===== src/rtl/mul_pkg.sv =====
// Shared widths and sizing helpers for the multiplier issue/collect wrapper.
package mul_pkg;
    localparam int N      = 16;
    localparam int M      = 16;
    localparam int LAT    = M;
    localparam int PROD_W = N + M;
    localparam int TAG_W  = 4;
    localparam int DEPTH  = 32;

    // Credit counter must represent 0..depth inclusive.
    function automatic int cnt_w(input int depth);
        return $clog2(depth + 1);
    endfunction

    // Pointers carry one bit beyond the index so full and empty differ.
    function automatic int ptr_w(input int depth);
        return $clog2(depth) + 1;
    endfunction

    function automatic int idx_w(input int depth);
        return (depth > 1) ? $clog2(depth) : 1;
    endfunction
endpackage


===== src/rtl/mul_result_fifo.sv =====
// First-word-fall-through result FIFO; the head reads as zero while empty.
module mul_result_fifo #(
    parameter int W     = 36,
    parameter int DEPTH = 32
) (
    input  logic         clk,
    input  logic         rst,
    input  logic         push,
    input  logic [W-1:0] wdata,
    input  logic         pop,
    output logic [W-1:0] rdata,
    output logic         full,
    output logic         empty
);
    localparam int PW = mul_pkg::ptr_w(DEPTH);
    localparam int IW = mul_pkg::idx_w(DEPTH);

    logic [W-1:0]  mem [DEPTH];
    logic [PW-1:0] wr_ptr;
    logic [PW-1:0] rd_ptr;
    logic [IW-1:0] wr_idx;
    logic [IW-1:0] rd_idx;
    logic          do_push;
    logic          do_pop;

    assign empty   = (wr_ptr == rd_ptr);
    assign full    = ((wr_ptr - rd_ptr) == PW'(DEPTH));
    assign wr_idx  = (DEPTH == 1) ? '0 : IW'(wr_ptr);
    assign rd_idx  = (DEPTH == 1) ? '0 : IW'(rd_ptr);
    assign do_push = push && !full;
    assign do_pop  = pop && !empty;
    assign rdata   = empty ? '0 : mem[rd_idx];

    always_ff @(posedge clk) begin
        if (rst) begin
            wr_ptr <= '0;
            rd_ptr <= '0;
        end else begin
            if (do_push) wr_ptr <= wr_ptr + 1'b1;
            if (do_pop)  rd_ptr <= rd_ptr + 1'b1;
        end
    end

    always_ff @(posedge clk) begin
        if (do_push) mem[wr_idx] <= wdata;
    end
endmodule


===== src/rtl/mul_issue_collect.sv =====
// Issues operand pairs into a fixed-latency multiplier, tracks them with a
// valid/tag pipe and collects products into a credit-protected result FIFO.
module mul_issue_collect
    import mul_pkg::*;
(
    input  logic              clk,
    input  logic              rst,
    input  logic              in_valid,
    output logic              in_ready,
    input  logic [N-1:0]      in_md,
    input  logic [M-1:0]      in_mr,
    input  logic [TAG_W-1:0]  in_tag,
    output logic [N-1:0]      mul_multiplicand,
    output logic [M-1:0]      mul_multiplier,
    input  logic [PROD_W-1:0] mul_product,
    output logic              out_valid,
    input  logic              out_ready,
    output logic [PROD_W-1:0] out_product,
    output logic [TAG_W-1:0]  out_tag
);
    localparam int CW = cnt_w(DEPTH);

    // Handshake: a transfer happens on a rising edge where valid && ready;
    // valid never waits on ready, and in_ready comes only from registered cnt.
    logic                    accept;
    logic                    pop;
    logic                    push;
    logic                    fifo_full;
    logic                    fifo_empty;
    logic                    vld_pipe [LAT];
    logic [TAG_W-1:0]        tag_pipe [LAT];
    logic [CW-1:0]           cnt;
    logic [PROD_W+TAG_W-1:0] head;

    assign in_ready         = !rst && (cnt < CW'(DEPTH));
    assign accept           = in_valid && in_ready;
    assign mul_multiplicand = accept ? in_md : '0;
    assign mul_multiplier   = accept ? in_mr : '0;
    assign pop              = out_valid && out_ready;
    assign push             = vld_pipe[LAT-1];

    always_ff @(posedge clk) begin
        if (rst) begin
            for (int i = 0; i < LAT; i++) begin
                vld_pipe[i] <= 1'b0;
                tag_pipe[i] <= '0;
            end
        end else begin
            vld_pipe[0] <= accept;
            tag_pipe[0] <= in_tag;
            for (int i = 1; i < LAT; i++) begin
                vld_pipe[i] <= vld_pipe[i-1];
                tag_pipe[i] <= tag_pipe[i-1];
            end
        end
    end

    // cnt covers ops in flight plus FIFO occupancy, so a push can never overflow.
    always_ff @(posedge clk) begin
        if (rst) begin
            cnt <= '0;
        end else begin
            case ({accept, pop})
                2'b10:   cnt <= cnt + 1'b1;
                2'b01:   cnt <= cnt - 1'b1;
                default: cnt <= cnt;
            endcase
        end
    end

    mul_result_fifo #(
        .W     (PROD_W + TAG_W),
        .DEPTH (DEPTH)
    ) u_fifo (
        .clk   (clk),
        .rst   (rst),
        .push  (push),
        .wdata ({mul_product, tag_pipe[LAT-1]}),
        .pop   (pop),
        .rdata (head),
        .full  (fifo_full),
        .empty (fifo_empty)
    );

    always_comb assert (!(push && fifo_full));

    assign out_valid            = !fifo_empty;
    assign {out_product, out_tag} = head;
endmodule


===== config.mk =====
export PLATFORM = sky130hd
export DESIGN_NAME = mul_issue_collect
export DESIGN_NICKNAME = d
export VERILOG_FILES = /design/src/rtl/mul_pkg.sv /design/src/rtl/mul_result_fifo.sv /design/src/rtl/mul_issue_collect.sv
export SDC_FILE = /design/constraint.sdc
export NUM_CORES = 1
export LEC_CHECK = 0
export CAP_MARGIN = 20
export CORE_MARGIN = 2
export CORE_UTILIZATION = 42
export CTS_CLUSTER_DIAMETER = 30
export DETAILED_ROUTE_END_ITERATION = 8
export GPL_ROUTABILITY_DRIVEN = 0
export GPL_TIMING_DRIVEN = 0
export PLACE_DENSITY = 0.59
export SKIP_CTS_REPAIR_TIMING = 1
export SYNTH_ARGS = -nofsm -noshare
export SYNTH_HDL_FRONTEND = slang
export SYNTH_SLANG_ARGS = --single-unit

===== constraint.sdc =====
create_clock -name clk -period 9.5 [get_ports clk]
set_input_delay 0.95 -clock clk [delete_from_list [all_inputs] [get_ports clk]]
set_output_delay 0.95 -clock clk [all_outputs]
set_load 0.01 [all_outputs]

; ---- Yosys cells after proc, flatten, opt, wreduce, memory -nomap -nowiden
; Memory sizes are Yosys's and may differ from the RTL's. A register that Yosys moved wholly into a read port is not among the register bits.
; Cells that the tools add are included.
[classes]
addsub = 5
magnitude_cmp = 1
eq_ne = 4
n_mux = 43
n_bitwise = 32
reduce_logical = 9
[op_table]
columns = operator, n
row1 = 4-bit 2-to-1 mux, 16
row2 = 36-bit 2-to-1 mux, 1
row3 = 16-bit 2-to-1 mux, 2
row4 = 1-bit bitwise OR, 32
row5 = 1-bit 2-to-1 mux, 21
row6 = 6-bit by 1-bit adder with 6-bit output (second input constant), 3
row7 = 6-bit case mux with 2 select lines, 1
row8 = 5-bit 2-to-1 mux, 2
row9 = 6-bit == test, 1
row10 = 6-bit == test (second input constant), 1
row11 = 6-bit < comparator (second input constant), 1
row12 = 6-bit by 1-bit subtractor with 6-bit output (second input constant), 1
row13 = 6-bit subtractor, 1
row14 = 1-bit logical AND, 5
row15 = 1-bit logical NOT, 3
row16 = 2-bit by 1-bit == test with 1-bit output (second input constant), 1
row17 = 2-bit == test (second input constant), 1
row18 = 2-bit nonzero test, 1
[totals]
reg_bits = 18
ram_bits = 1232
output_inout_bits = 70
elab_cells = 100
n_memories = 3
[mem_list]
columns = name, words, word_bits, rd, rd_clocked_by_memory_dff, wr, line_no
row1 = u_fifo.mem, 32, 36, 1, 1, 1, mul_result_fifo.sv:18  ; logic [W-1:0] mem [DEPTH];
row2 = tag_pipe, 16, 4, 16, 0, 16, mul_issue_collect.sv:31  ; logic [TAG_W-1:0] tag_pipe [LAT];
row3 = vld_pipe, 16, 1, 16, 0, 16, mul_issue_collect.sv:30  ; logic vld_pipe [LAT];

; ---- Longest topological paths before layout
[logic_depth]
ltp_word = 6
ltp_mapped = 16
depth_no_buf = 14

; ---- Modules after synthesis
; A second synthesis with hierarchy kept.
[hier_totals]
cells_unflattened = 2109
hier_area_um2 = 47719.5
[modules_own_cells]
columns = module, instances, cells_per_inst, area_each_um2, seq_area_each_um2
row1 = mul_result_fifo, 1, 1828, 44776.7, 34933.5
row2 = mul_issue_collect, 1, 281, 2942.8, 1721.7

; ---- Worst setup path after synthesis
; Ideal clock, no wire load.
[synth_path]
kind = flip-flop to flip-flop
startpoint = reg u_fifo.rd_ptr[2]
endpoint = mem u_fifo.mem[29][0] (enable)
setup_time_ns = 0.429
t_arrival_ns = 3.245
t_required_ns = 9.071
path_slack_ns = 5.826
stages_incl_launch_ff = 10
n_path_buf = 1
cell_sequence = dfxtp_1 > inv_1 > ha_1 > and3_1 > o21ai_1 > a21boi_1 > o31a_1 > buf_2 > nand2_1 > nor2_1
[synth_between]
elab_chain_len = 6
[synth_lines]
columns = item, line_no
row1 = from (decl), mul_result_fifo.sv:20  ; logic [PW-1:0] rd_ptr;
row2 = from (signal assigned), mul_result_fifo.sv:40  ; if (do_pop) rd_ptr <= rd_ptr + 1'b1;
row3 = 6-bit subtractor, mul_result_fifo.sv:27  ; assign full = ((wr_ptr - rd_ptr) == PW'(DEPTH));
row4 = 6-bit == test, mul_result_fifo.sv:27
row5 = 1-bit logical NOT, mul_result_fifo.sv:30  ; assign do_push = push && !full;
row6 = 1-bit logical AND, mul_result_fifo.sv:30
row7 = 1-bit 2-to-1 mux, mul_result_fifo.sv:45  ; if (do_push) mem[wr_idx] <= wdata;
row8 = 1-bit 2-to-1 mux (implied by the code), mul_result_fifo.sv:45
row9 = to (decl), mul_result_fifo.sv:18
; No other way between the ends.

==> flow_summary.toml <==
[power]
p_sw_frac = 0.206
power_frac_comb = 0.010
p_leak_nw = 19.3
p_clk_frac = 0.568
p_seq_frac = 0.422
p_int_mw = 11.3
netSwitchingPower_mw = 2.94
ir_worst_vdd_mv = 0.174
p_total_mw = 14.3
power_density_nw_per_um2 = 237

[synthesis]
yosys_register_bits = 1255
syn_nets = 2207
synth_top_area_share = 0.727
postSynthAreaPerCell_um2 = 22.4
synth_warnings = 0
yosys.area_share.xor_xnor = 0.00276
synth-async-reset-ratio = 0
synth_compound_area_frac = 0.00778
synth_area_um2 = 47600
muxShareOfSynthArea = 0.171
synth_top_family_by_area = "multiplexers"
yosys.area.top_type = "edfxtp_1"
yosys_most_used_dff = "edfxtp_1"
synth_edf_count = 1152
synthDistinctLibCells = 39
yosys-top-cells-area = "edfxtp_1, mux4_2, dfxtp_1, nor2b_1, clkbuf_1"
synth_cells = 2122
synth_fa_ha_area_frac = 0.00342
yosysSeqAreaShare = 0.770
synthSimpleGateAreaFrac = 0.0282

[setup_path]
cp_slowest_cell = "clkbuf_1"
crit_path_start_kind = "flip-flop"
r2r_setup_slack_ns = 5.60
worstPathArrival_ns = 4.78
path_class = "reg -> out"
cp.required_ns = 8.55
path_max_fanout = 10
end_kind = "output pin"
crit_chain = "buf_2, clkbuf_1, clkbuf_1, mux4_2, mux4_2, nand3_1, o21ai_1, clkdlybuf4s50_1"
cp_num_buf_inv = 4
cp_top_family = "buffers and inverters"
max_stage_delay_ns = 0.78

[placed_design]
dp_hpwl_um = 75600
io_buffer_count = 140
dp_slack_ns = 4.55

[finish]
drive_gt1_frac = 0.317
nNetsFinal = 2633
fillers = 8490
final_common_cell = "edfxtp_1"
regArea_um2 = 36700
mostFrequentLayoutCells = "edfxtp_1, mux4_2, clkbuf_16"
area_growth_pct = 26.6
multi_input_area_um2 = 10400

[floorplan]
core_um2 = 112000
rows = 123
dieArea_um2 = 116000
dieWidth_um = 341
io_pins = 142
start_util = 0.423
die_h_um = 341

[sta]
tns_ns = 0
final.period_utilization = 0.603
hold_viol = 0
slew_headroom = 0.253
fin_skew_ns = 0.0617
fmax_mhz = 174
layout_setup_ws_ns = 3.77
setup_violations = 0
worst_pin_slew_ns = 1.12
grt_setup_unrepaired = "no"
slew_violations = 0
timing.final.crit_period_ns = 5.73

[job]
cap_violations = 0

[drt]
vias = 23800
antenna_left = 0
drt-pass1-iter-count = 5
post-route-drc-count = 0
vias_per_cell = 5.59
post_drt_wl_per_cell_um = 28.4
routed_wl_um = 121000
drt_iter0_markers = 2557

[cts]
clock_latency_ns = 0.78
htree_levels = 4
cts_tree = "done"
clockBufferDepth = 3
cts_buffers = 226
cts-root-buf = "clkbuf_16"
clk_pin_slew_ns = 0.06
clock-sinks = 1255

[grt]
gr-total-overflow = 0
grt_use_total = 0.210
grt_max_degree = 33
grt_pass1_vias = 25100
antenna_found_initial = 5
grt_pass1_wl_um = 174000

[worst_hold_path]
min_path_type = "reg -> reg"

[outcome]
outcome = "finished, final reports clean"
[synth_stat cells, drive strengths merged, types with 2 or more instances]
library cell / number
nor2b: 83
a21oi: 11
edfxtp: 1152
clkbuf: 65
xnor2: 10
dfxtp: 103
nand3b: 3
mux4: 360
or3: 3
nor2: 52
mux2i: 3
buf: 53
inv: 46
a21o: 5
nand3: 39
nand2: 13
and3: 34
o21ai: 42
or2: 2
nand2b: 5
nand4: 5
xor2: 5
nor3: 3
and2: 2
ha: 13
[logic make-up (layout without fill, tap and decap cells)]
logic type | count (synthesis) | count (layout)
AO/OA/AOI/OAI | 64 | 64
XOR/XNOR | 15 | 15
adder cells (fa/ha/maj) | 13 | 13
buffers and inverters | 164 | 793
flip-flops | 1255 | 1255
multiplexers | 364 | 364
other | 0 | 1
AND/OR/NAND/NOR | 247 | 247
[cell type report]
cell class	instances	area share
Antenna cell	1	0.0000416
Buffer	118	0.00993
Clock buffer	257	0.0969
Clock inverter	174	0.0341
Inverter	46	0.00287
Multi-Input combinational cell	703	0.172
Sequential cell	1255	0.609
Tap cell	1500	0.0312
Timing Repair Buffer	198	0.0439
[final timing paths]
check,start,to,cells after the start
setup reg to reg,u_fifo.rd_ptr[2],u_fifo.mem[5][3],10
hold / removal,tag_pipe[9][1],tag_pipe[10][1],1
setup / recovery,flip-flop,out_product[27],8
hold reg to reg,tag_pipe[9][1],tag_pipe[10][1],1
[registers in the layout, indices dropped and copies added, names as in the netlist, named ones only]
| register | flops |
|---|---|
| cnt | 6 |
| tag_pipe | 64 |
| u_fifo.mem | 1152 |
| u_fifo.wr_ptr | 6 |
| u_fifo.rd_ptr | 6 |
| vld_pipe | 16 |
[power groups by stage]
stage	Combinational [mW]	Sequential [mW]	Clock (mW)
final	0.138	6.03	8.11
after floorplan	0.0206	6.14	0
after CTS	0.126	6.03	8.20
after global placement	0.117	6.14	0
after detailed placement	0.126	6.14	0
after global routing	0.151	6.03	8.49
[routing by layer]
metal / up-vias / global-route usage / wire length (um)
met4: 2 / 0.0713 / 3320
met2: 1077 / 0.334 / 58200
met3: 218 / 0.0471 / 9280
li1: 9769 / - / -
met1: 12700 / 0.289 / 49900
met5: - / 0 / 17
[stage by stage]
step / hold slack [ns] / area, um^2 / cells / utilization
after CTS: 0.383 / 59900 / 4235 / 0.532
after detailed placement: 0.422 / 52000 / 3804 / 0.462
after global placement: 0.418 / 50900 / 3762 / 0.452
after floorplan: 0.414 / 47600 / 2122 / -
after global routing: 0.406 / 60200 / 4251 / 0.535
final: 0.376 / 60200 / 4252 / 0.535
Power figures use the tool's default switching activity.
